===== config.mk =====
export PLATFORM = sky130hd
export DESIGN_NAME = pipelined_adder_flat
export DESIGN_NICKNAME = d
export VERILOG_FILES = /design/src/rtl/pipelined_adder_if.sv /design/src/rtl/pipelined_adder.sv /design/src/flat_wrapper.sv
export SDC_FILE = /design/constraint.sdc
export NUM_CORES = 1
export LEC_CHECK = 0
export CAP_MARGIN = 40
export CELL_PAD_IN_SITES_DETAIL_PLACEMENT = 1
export CELL_PAD_IN_SITES_GLOBAL_PLACEMENT = 2
export CORE_UTILIZATION = 35
export CTS_CLUSTER_SIZE = 10
export DETAILED_ROUTE_END_ITERATION = 6
export GPL_TIMING_DRIVEN = 0
export PLACE_DENSITY = 0.91
export SYNTH_ARGS = -nofsm -noshare
export SYNTH_HDL_FRONTEND = slang
export SYNTH_SLANG_ARGS = --single-unit
export TNS_END_PERCENT = 50

===== constraint.sdc =====
create_clock -name clk -period 4.83 [get_ports clk]
set_clock_uncertainty 0.1 [all_clocks]
set_input_delay 0.7245 -clock clk [delete_from_list [all_inputs] [get_ports clk]]
set_output_delay 0.7245 -clock clk [all_outputs]
set_load 0.005 [all_outputs]

===== src/rtl/pipelined_adder_if.sv =====
// Streaming operand/result bundle for pipelined_adder.
// The ovf signal exists only when PIPELINED_ADDER_OVF_EN is defined.
interface pipelined_adder_if #(
    parameter int N = 32
);
    logic         in_valid;
    logic         in_ready;
    logic [N-1:0] a;
    logic [N-1:0] b;
    logic         c_in;
    logic         out_valid;
    logic         out_ready;
    logic [N-1:0] sum;
    logic         c_out;
`ifdef PIPELINED_ADDER_OVF_EN
    logic         ovf;
`endif

    modport master (
        output in_valid, a, b, c_in, out_ready,
        input  in_ready, out_valid, sum, c_out
`ifdef PIPELINED_ADDER_OVF_EN
        , input ovf
`endif
    );

    modport slave (
        input  in_valid, a, b, c_in, out_ready,
        output in_ready, out_valid, sum, c_out
`ifdef PIPELINED_ADDER_OVF_EN
        , output ovf
`endif
    );
endinterface


===== src/rtl/pipelined_adder.sv =====
// N-bit adder pipelined as STAGES chunk-wide ripple adders with registered inter-chunk carry.
// Optional signed-overflow output enabled by defining PIPELINED_ADDER_OVF_EN.

// One pipeline stage: adds the low chunk of the remaining operands, then shifts the
// operands down and inserts the chunk sum at the top of the accumulated sum, so after
// STAGES stages every chunk has landed in its final position.
module pipelined_adder_stage #(
    parameter int N     = 32,
    parameter int CHUNK = 8
) (
    input  logic         clk,
    input  logic         rst_n,
    input  logic         load,
    input  logic [N-1:0] a_in,
    input  logic [N-1:0] b_in,
    input  logic [N-1:0] sum_in,
    input  logic         cy_in,
    output logic [N-1:0] a_out,
    output logic [N-1:0] b_out,
    output logic [N-1:0] sum_out,
`ifdef PIPELINED_ADDER_OVF_EN
    output logic         ovf_out,
`endif
    output logic         cy_out
);
    logic [CHUNK:0] part;

    assign part = {1'b0, a_in[CHUNK-1:0]} + {1'b0, b_in[CHUNK-1:0]} + {{CHUNK{1'b0}}, cy_in};

`ifdef PIPELINED_ADDER_OVF_EN
    // Carry into the chunk MSB recovered from its sum bit; only the last stage's value is used.
    logic msb_cin;
    assign msb_cin = a_in[CHUNK-1] ^ b_in[CHUNK-1] ^ part[CHUNK-1];

    always_ff @(posedge clk) begin
        if (!rst_n)    ovf_out <= 1'b0;
        else if (load) ovf_out <= msb_cin ^ part[CHUNK];
    end
`endif

    always_ff @(posedge clk) begin
        if (!rst_n) begin
            a_out   <= '0;
            b_out   <= '0;
            sum_out <= '0;
            cy_out  <= 1'b0;
        end else if (load) begin
            a_out   <= a_in >> CHUNK;
            b_out   <= b_in >> CHUNK;
            sum_out <= (sum_in >> CHUNK) | (N'(part[CHUNK-1:0]) << (N - CHUNK));
            cy_out  <= part[CHUNK];
        end
    end
endmodule

module pipelined_adder #(
    parameter int N      = 32,
    parameter int STAGES = 4
) (
    input logic             clk,
    input logic             rst_n,
    pipelined_adder_if.slave bus
);
    localparam int CHUNK = N / STAGES;

    if ((STAGES < 1) || (STAGES > N) || ((N % STAGES) != 0)) begin : g_bad_cfg
        $error("pipelined_adder: N must be a multiple of STAGES and 1 <= STAGES <= N");
    end

    logic [STAGES:1] vld_q;
    logic [STAGES:0] vld_pipe;
    logic [STAGES:0] adv;
    logic [STAGES:0] cy_pipe;
    logic [N-1:0]    a_pipe   [STAGES+1];
    logic [N-1:0]    b_pipe   [STAGES+1];
    logic [N-1:0]    sum_pipe [STAGES+1];

    assign vld_pipe    = {vld_q, bus.in_valid};
    assign a_pipe[0]   = bus.a;
    assign b_pipe[0]   = bus.b;
    assign sum_pipe[0] = '0;
    assign cy_pipe[0]  = bus.c_in;

    // A stage may advance when it is empty or its successor advances, so bubbles collapse.
    always_comb begin
        adv         = '0;
        adv[STAGES] = bus.out_ready;
        for (int k = STAGES - 1; k >= 0; k--) begin
            adv[k] = !vld_pipe[k+1] | adv[k+1];
        end
    end

    always_ff @(posedge clk) begin
        if (!rst_n) begin
            vld_q <= '0;
        end else begin
            for (int k = 0; k < STAGES; k++) begin
                if (adv[k]) vld_q[k+1] <= vld_pipe[k];
            end
        end
    end

`ifdef PIPELINED_ADDER_OVF_EN
    logic [STAGES:1] ovf_pipe;
    assign bus.ovf = ovf_pipe[STAGES];
`endif

    // Data registers load only with a valid token, so idle inputs never disturb held results.
    for (genvar k = 0; k < STAGES; k++) begin : g_stage
        pipelined_adder_stage #(.N(N), .CHUNK(CHUNK)) u_stage (
            .clk     (clk),
            .rst_n   (rst_n),
            .load    (adv[k] & vld_pipe[k]),
            .a_in    (a_pipe[k]),
            .b_in    (b_pipe[k]),
            .sum_in  (sum_pipe[k]),
            .cy_in   (cy_pipe[k]),
            .a_out   (a_pipe[k+1]),
            .b_out   (b_pipe[k+1]),
            .sum_out (sum_pipe[k+1]),
`ifdef PIPELINED_ADDER_OVF_EN
            .ovf_out (ovf_pipe[k+1]),
`endif
            .cy_out  (cy_pipe[k+1])
        );
    end

    assign bus.in_ready  = adv[0];
    assign bus.out_valid = vld_pipe[STAGES];
    assign bus.sum       = sum_pipe[STAGES];
    assign bus.c_out     = cy_pipe[STAGES];
endmodule

===== src/flat_wrapper.sv =====
// flat-port wrapper written by rule: the top's interface ports become plain ports
module pipelined_adder_flat 
#(
    parameter int N      = 32,
    parameter int STAGES = 4
)
  (clk, rst_n, bus_in_valid, bus_a, bus_b, bus_c_in, bus_out_ready, bus_in_ready, bus_out_valid, bus_sum, bus_c_out);
  pipelined_adder_if #(.N(N)) bus_i ();
  input logic clk;
  input logic rst_n;
  input wire logic [$bits(bus_i.in_valid)-1:0] bus_in_valid;
  input wire logic [$bits(bus_i.a)-1:0] bus_a;
  input wire logic [$bits(bus_i.b)-1:0] bus_b;
  input wire logic [$bits(bus_i.c_in)-1:0] bus_c_in;
  input wire logic [$bits(bus_i.out_ready)-1:0] bus_out_ready;
  output wire logic [$bits(bus_i.in_ready)-1:0] bus_in_ready;
  output wire logic [$bits(bus_i.out_valid)-1:0] bus_out_valid;
  output wire logic [$bits(bus_i.sum)-1:0] bus_sum;
  output wire logic [$bits(bus_i.c_out)-1:0] bus_c_out;
  assign bus_i.in_valid = bus_in_valid;
  assign bus_i.a = bus_a;
  assign bus_i.b = bus_b;
  assign bus_i.c_in = bus_c_in;
  assign bus_i.out_ready = bus_out_ready;
  assign bus_in_ready = bus_i.in_ready;
  assign bus_out_valid = bus_i.out_valid;
  assign bus_sum = bus_i.sum;
  assign bus_c_out = bus_i.c_out;
  pipelined_adder #(.N(N), .STAGES(STAGES)) u_core (.clk(clk), .rst_n(rst_n), .bus(bus_i));
endmodule

# == Yosys cells after proc, flatten, opt, wreduce, memory -nomap -nowiden ==
# Index checks and enable logic that the tools add are counted.
# totals
register_bits,208
in_bits,69
out_inout_bits,35
elab_cells,41
# op_classes
add_sub_neg,8
bitwise,11
n_reduce_logical,4
# ops
cell,count
OR 24 x 32 -> 32 bit,3
adder 8 x 8 -> 9 bit,4
adder 9 x 1 -> 9 bit,4
AND 1 bit,4
logical NOT 1 bit,4
OR 1 bit,4

# == Longest topological paths before layout ==
# logic_depth
ltp_word,6
mapped_depth,8
mapped_depth_nobuf,7

# == Hierarchy ==
# Synthesis repeated with hierarchy kept, for this count alone.
# hier_totals
cells_unflattened,1294
hier_area_um2,14239.9
# modules_own_cells
mod,instances,cells_per_inst,area_each_um2,seq_area_each_um2
pipelined_adder_stage at u_core.g_stage[1].u_stage ...,3,319,3517.1,1621.6
pipelined_adder_stage at u_core.g_stage[0].u_stage,1,319,3508.4,1621.6
pipelined_adder,1,18,180.2,80.1

# == Least setup slack after synthesis ==
# No wires, ideal clock.
# synth_timing
path_kind,input -> register
start,input bus_c_in
end,register u_core.g_stage[0].u_stage.sum_out[30]
setup_time_ps,79
arrival_ps,2291
t_required_ps,4651
setup_slack_ps,2360
path_stages,6
path_buffers,0
path_cell_list,fa_1 > fa_1 > a211oi_1 > o21ai_0 > o21a_1 > o211ai_1
# synth_via
elab_chain_cells,1
# synth_rtl
item,line_no,text
"start, declared",flat_wrapper.sv:14,input wire logic [$bits(bus_i.c_in)-1:0] bus_c_in;
adder 9 x 1 -> 9 bit,pipelined_adder.sv:28,"assign part = {1'b0, a_in[CHUNK-1:0]} + {1'b0, b_in[CHUNK-1:0]} + {{CHUNK{1'b0}}, cy_in};"
"end signal, assigned",pipelined_adder.sv:50,sum_out <= (sum_in >> CHUNK) | (N'(part[CHUNK-1:0]) << (N - CHUNK));
"end, declared",pipelined_adder.sv:20,"output logic [N-1:0] sum_out,"
# No other way between the ends.
# A chain may end at the register's enable or synchronous reset.

# == Final worst setup path ==
# layout_timing
start,input bus_out_ready
end,output bus_in_ready
# layout_via
elab_chain_cells,4
# layout_rtl
item,line_no,text
"start, declared",flat_wrapper.sv:15,input wire logic [$bits(bus_i.out_ready)-1:0] bus_out_ready;
OR 1 bit (4 in series),pipelined_adder.sv:89,adv[k] = !vld_pipe[k+1] | adv[k+1];
"end, declared",flat_wrapper.sv:16,output wire logic [$bits(bus_i.in_ready)-1:0] bus_in_ready;
# No other way between the ends.

==> metrics.cfg <==
[clock_tree]
cts.path.max_buffers=2
cts_tree=done
ctsHoldBuffers=0
postCtsSetupBuffers=0
cts.htree.levels=4
cts_root_buffer=clkbuf_16
cts_inserted_buffers=17
postCtsResizedCells=0
clk_latency_ps=430
clk_pin_slew_ps=70
cts_sinks=184

[synthesis]
post_synth.cell_area_avg_sq_um=8.10
synth_edf_count=0
synth_ff_type=dfxtp_1
synth_mux_area_frac=0.00143
synth_xor_area_frac=0.00223
synth_top_family_by_area=simple AND/OR/NAND/NOR gates
synth_fa_ha_area_frac=0.0651
synth_cells=969
yosysWarnings=0
synth_area_leaders=dfxtp_1 (47%), nand2_1 (15%), a21oi_1 (11%)
yosysSeqAreaShare=0.469
synthArstFlopShare=0
yosys.area.top_type=dfxtp_1
ys_ff_latch=184
ys_types=56
synth_top_area_frac=0.469
synth-simple-area-share=0.214
syn_area_sq_um=7850
synth.most_common_cell=nand2_1
postSynthNetCount=1074
synth_compound_area_frac=0.205
yosys-top-cells-count=nand2_1 (319), dfxtp_1 (184), a21oi_1 (171), clkbuf_1 (31), ha_1 (28)

[run]
max_cap_violations=0

[cells_and_area]
nFillCells=2706
final_core_util=0.448
fin_area_sq_um=9800
multi_input_area_sq_um=3830
drive_above_1_share=0.0598
layout.nets=1196
areaGrowthSynthToFinish_pct=24.9
regArea_sq_um=3680
diodes=0

[die]
start_util=0.358
fp.dieW_um=152
die_area_sq_um=23000
core_area_sq_um=21900
pin_count=104
rows=54
fp.dieH_um=152

[routing]
vias=6993
drc_errors=0
dr.pass1.iters=4
drtIter0Drc=358
post_drt_wl_per_cell_um=16.7
ant_nets=0
drt_wl_total_um=23100
vias_per_cell=5.05

[status]
outcome=finished clean

[critical_path]
cp.required_ps=4010
slowest_stage=clkdlybuf4s50_1
r2r_end=u_core.g_stage[3].u_stage.cy_out$_SDFFE_PN0P_
timing.rr.start=u_core.g_stage[2].u_stage.cy_out$_SDFFE_PN0P_
critPathKind=input port to output port
path_common_cell=clkdlybuf4s50_1
worstPathArrival_ps=2270
start_kind=input port
worstPathCellList=clkdlybuf4s50_1 -> and4b_1 -> buf_6 -> nand2_1 -> clkdlybuf4s50_1
cp_max_fo=7
reg2reg_slack_ps=2290
slowest_delay_ps=550
cp-end-kind=output port
ff2ff_path_depth=6

[sta]
drv_slew=0
worstMarginPinSlew_ps=772
final_hold_viol_count=0
timing.fmax_mhz=323
relSlewSlack=0.486
rsz0062_at_grt=false
tns_ps=0
finalSetupViolations=0
fin_crit_sh=0.641
min_period_ps=3100

[power]
cellLeakagePower_nw=3.53
clkPwrFrac=0.416
power_density_nw_per_um2=331
intPower_w=0.00239
swShare=0.264
vdd.ir_drop.worst_uv=185
combPwrFrac=0.093
switching_power_w=0.000855
power_frac_seq=0.491

[worst_hold_path]
hold_class=flop to flop
min_path_cells=2
min-delay-start=u_core.g_stage[2].u_stage.sum_out[11]$_SDFFE_PN0P_
hold_end=u_core.g_stage[3].u_stage.sum_out[3]$_SDFFE_PN0P_

[placed_design]
dpl.hpwl_um=17700
placed_area_sq_um=9230
io_buffers=103
place.gp.congestion=0.812

[global_route]
grt_use_total=0.214
antenna_found_initial=0
grt_overflow=0
grt_pass1_vias=6971
grt_max_degree=19
grt_pass1_wl_um=37400

==> logic make-up after synthesis <==
kind of cell	Yosys count
AND/OR/NAND/NOR	407
flip-flops	184
AO/OA/AOI/OAI	270
multiplexers	1
XOR/XNOR	2
adder cells (fa/ha/maj)	36
buffers and inverters	69
==> metal layers <==
| layer | global-route usage | part of all wire | up-vias | wire, um |
|---|---|---|---|---|
| met5 | 0 | 0 | - | 0 |
| met4 | 0.0777 | 0.018 | 0 | 421 |
| met3 | 0.0287 | 0.028 | 19 | 646 |
| met2 | 0.341 | 0.45 | 130 | 10500 |
| li1 | - | - | 3560 | - |
| met1 | 0.294 | 0.50 | 3284 | 11500 |
==> how the worst max path moves through the flow <==
| stage | from | endpoint | slack, ps | cells after the start |
|---|---|---|---|---|
| after detailed placement | rst_n | u_core.g_stage[1].u_stage.b_out[10]$_SDFFE_PN0P_ | 1580 | 6 |
| after global routing | bus_out_ready | bus_in_ready | 1670 | 5 |
| after floorplan | bus_c_in | u_core.g_stage[0].u_stage.sum_out[30]$_SDFFE_PN0P_ | 2360 | 6 |
| final | bus_out_ready | bus_in_ready | 1730 | 5 |
| after CTS | bus_out_ready | bus_in_ready | 1720 | 5 |
| after global placement | rst_n | u_core.g_stage[2].u_stage.cy_out$_SDFFE_PN0P_ | 1560 | 5 |
==> stage by stage <==
stage	setup slack [ps]	instances	power (W)	hold WS [ps]
after floorplan	2360	969	0.00179	327
after global placement	1560	1352	0.00192	341
after detailed placement	1580	1352	0.00193	347
after CTS	1720	1384	0.00328	355
after global routing	1670	1384	0.00338	367
final	1730	1384	0.00324	350
==> registers in the layout, indices dropped and copies added, names as in the netlist <==
name and cells:
u_core.g_stage.u_stage.cy_out 4, u_core.g_stage.u_stage.b_out 48, u_core.g_stage.u_stage.sum_out 80, u_core.g_stage.u_stage.a_out 48, u_core.vld_q 4
==> critical path, delay by kind of cell <==
kind / cells / cell delay (ps)
buffers and inverters: 3 / 1200
and+or+nand+nor: 2 / 340
==> cell type report <==
cell class              count  share of cell area
plain buffers              60              0.0306
repair buffers            103               0.105
well taps                 280              0.0358
multi-input cells         716               0.391
clock buffers              18              0.0448
clock inverters            14              0.0134
inverters                   9             0.00345
flip-flops and latches    184               0.376
==> cell usage in the layout (no fill, tap or decap), types with 4 or more instances in the layout <==
master / count
clkdlybuf4s50_1: 103
clkbuf_16: 17
clkbuf_1: 31
a211o_1: 6
ha_1: 28
or3_1: 9
o21bai_1: 5
o21ai_0: 20
a211oi_1: 16
a21o_1: 7
a21oi_1: 171
nand2_1: 319
inv_6: 6
nor3_1: 14
dfxtp_1: 184
a31oi_1: 4
buf_6: 7
buf_1: 6
nand3_1: 11
o211ai_1: 12
nand3b_1: 8
inv_1: 7
a2111o_1: 4
o21a_1: 4
fa_1: 8
buf_2: 15
nand2b_1: 5
nor2_1: 24
==> power groups by stage <==
stage	Sequential [W]	Clock [W]	Combinational, W
after floorplan	0.00162	0	0.000171
after global placement	0.00162	0	0.000297
after detailed placement	0.00163	0	0.000301
after CTS	0.00159	0.00138	0.000304
after global routing	0.00160	0.00145	0.000336
final	0.00159	0.00135	0.000302
(Power assumes the default switching activity.)
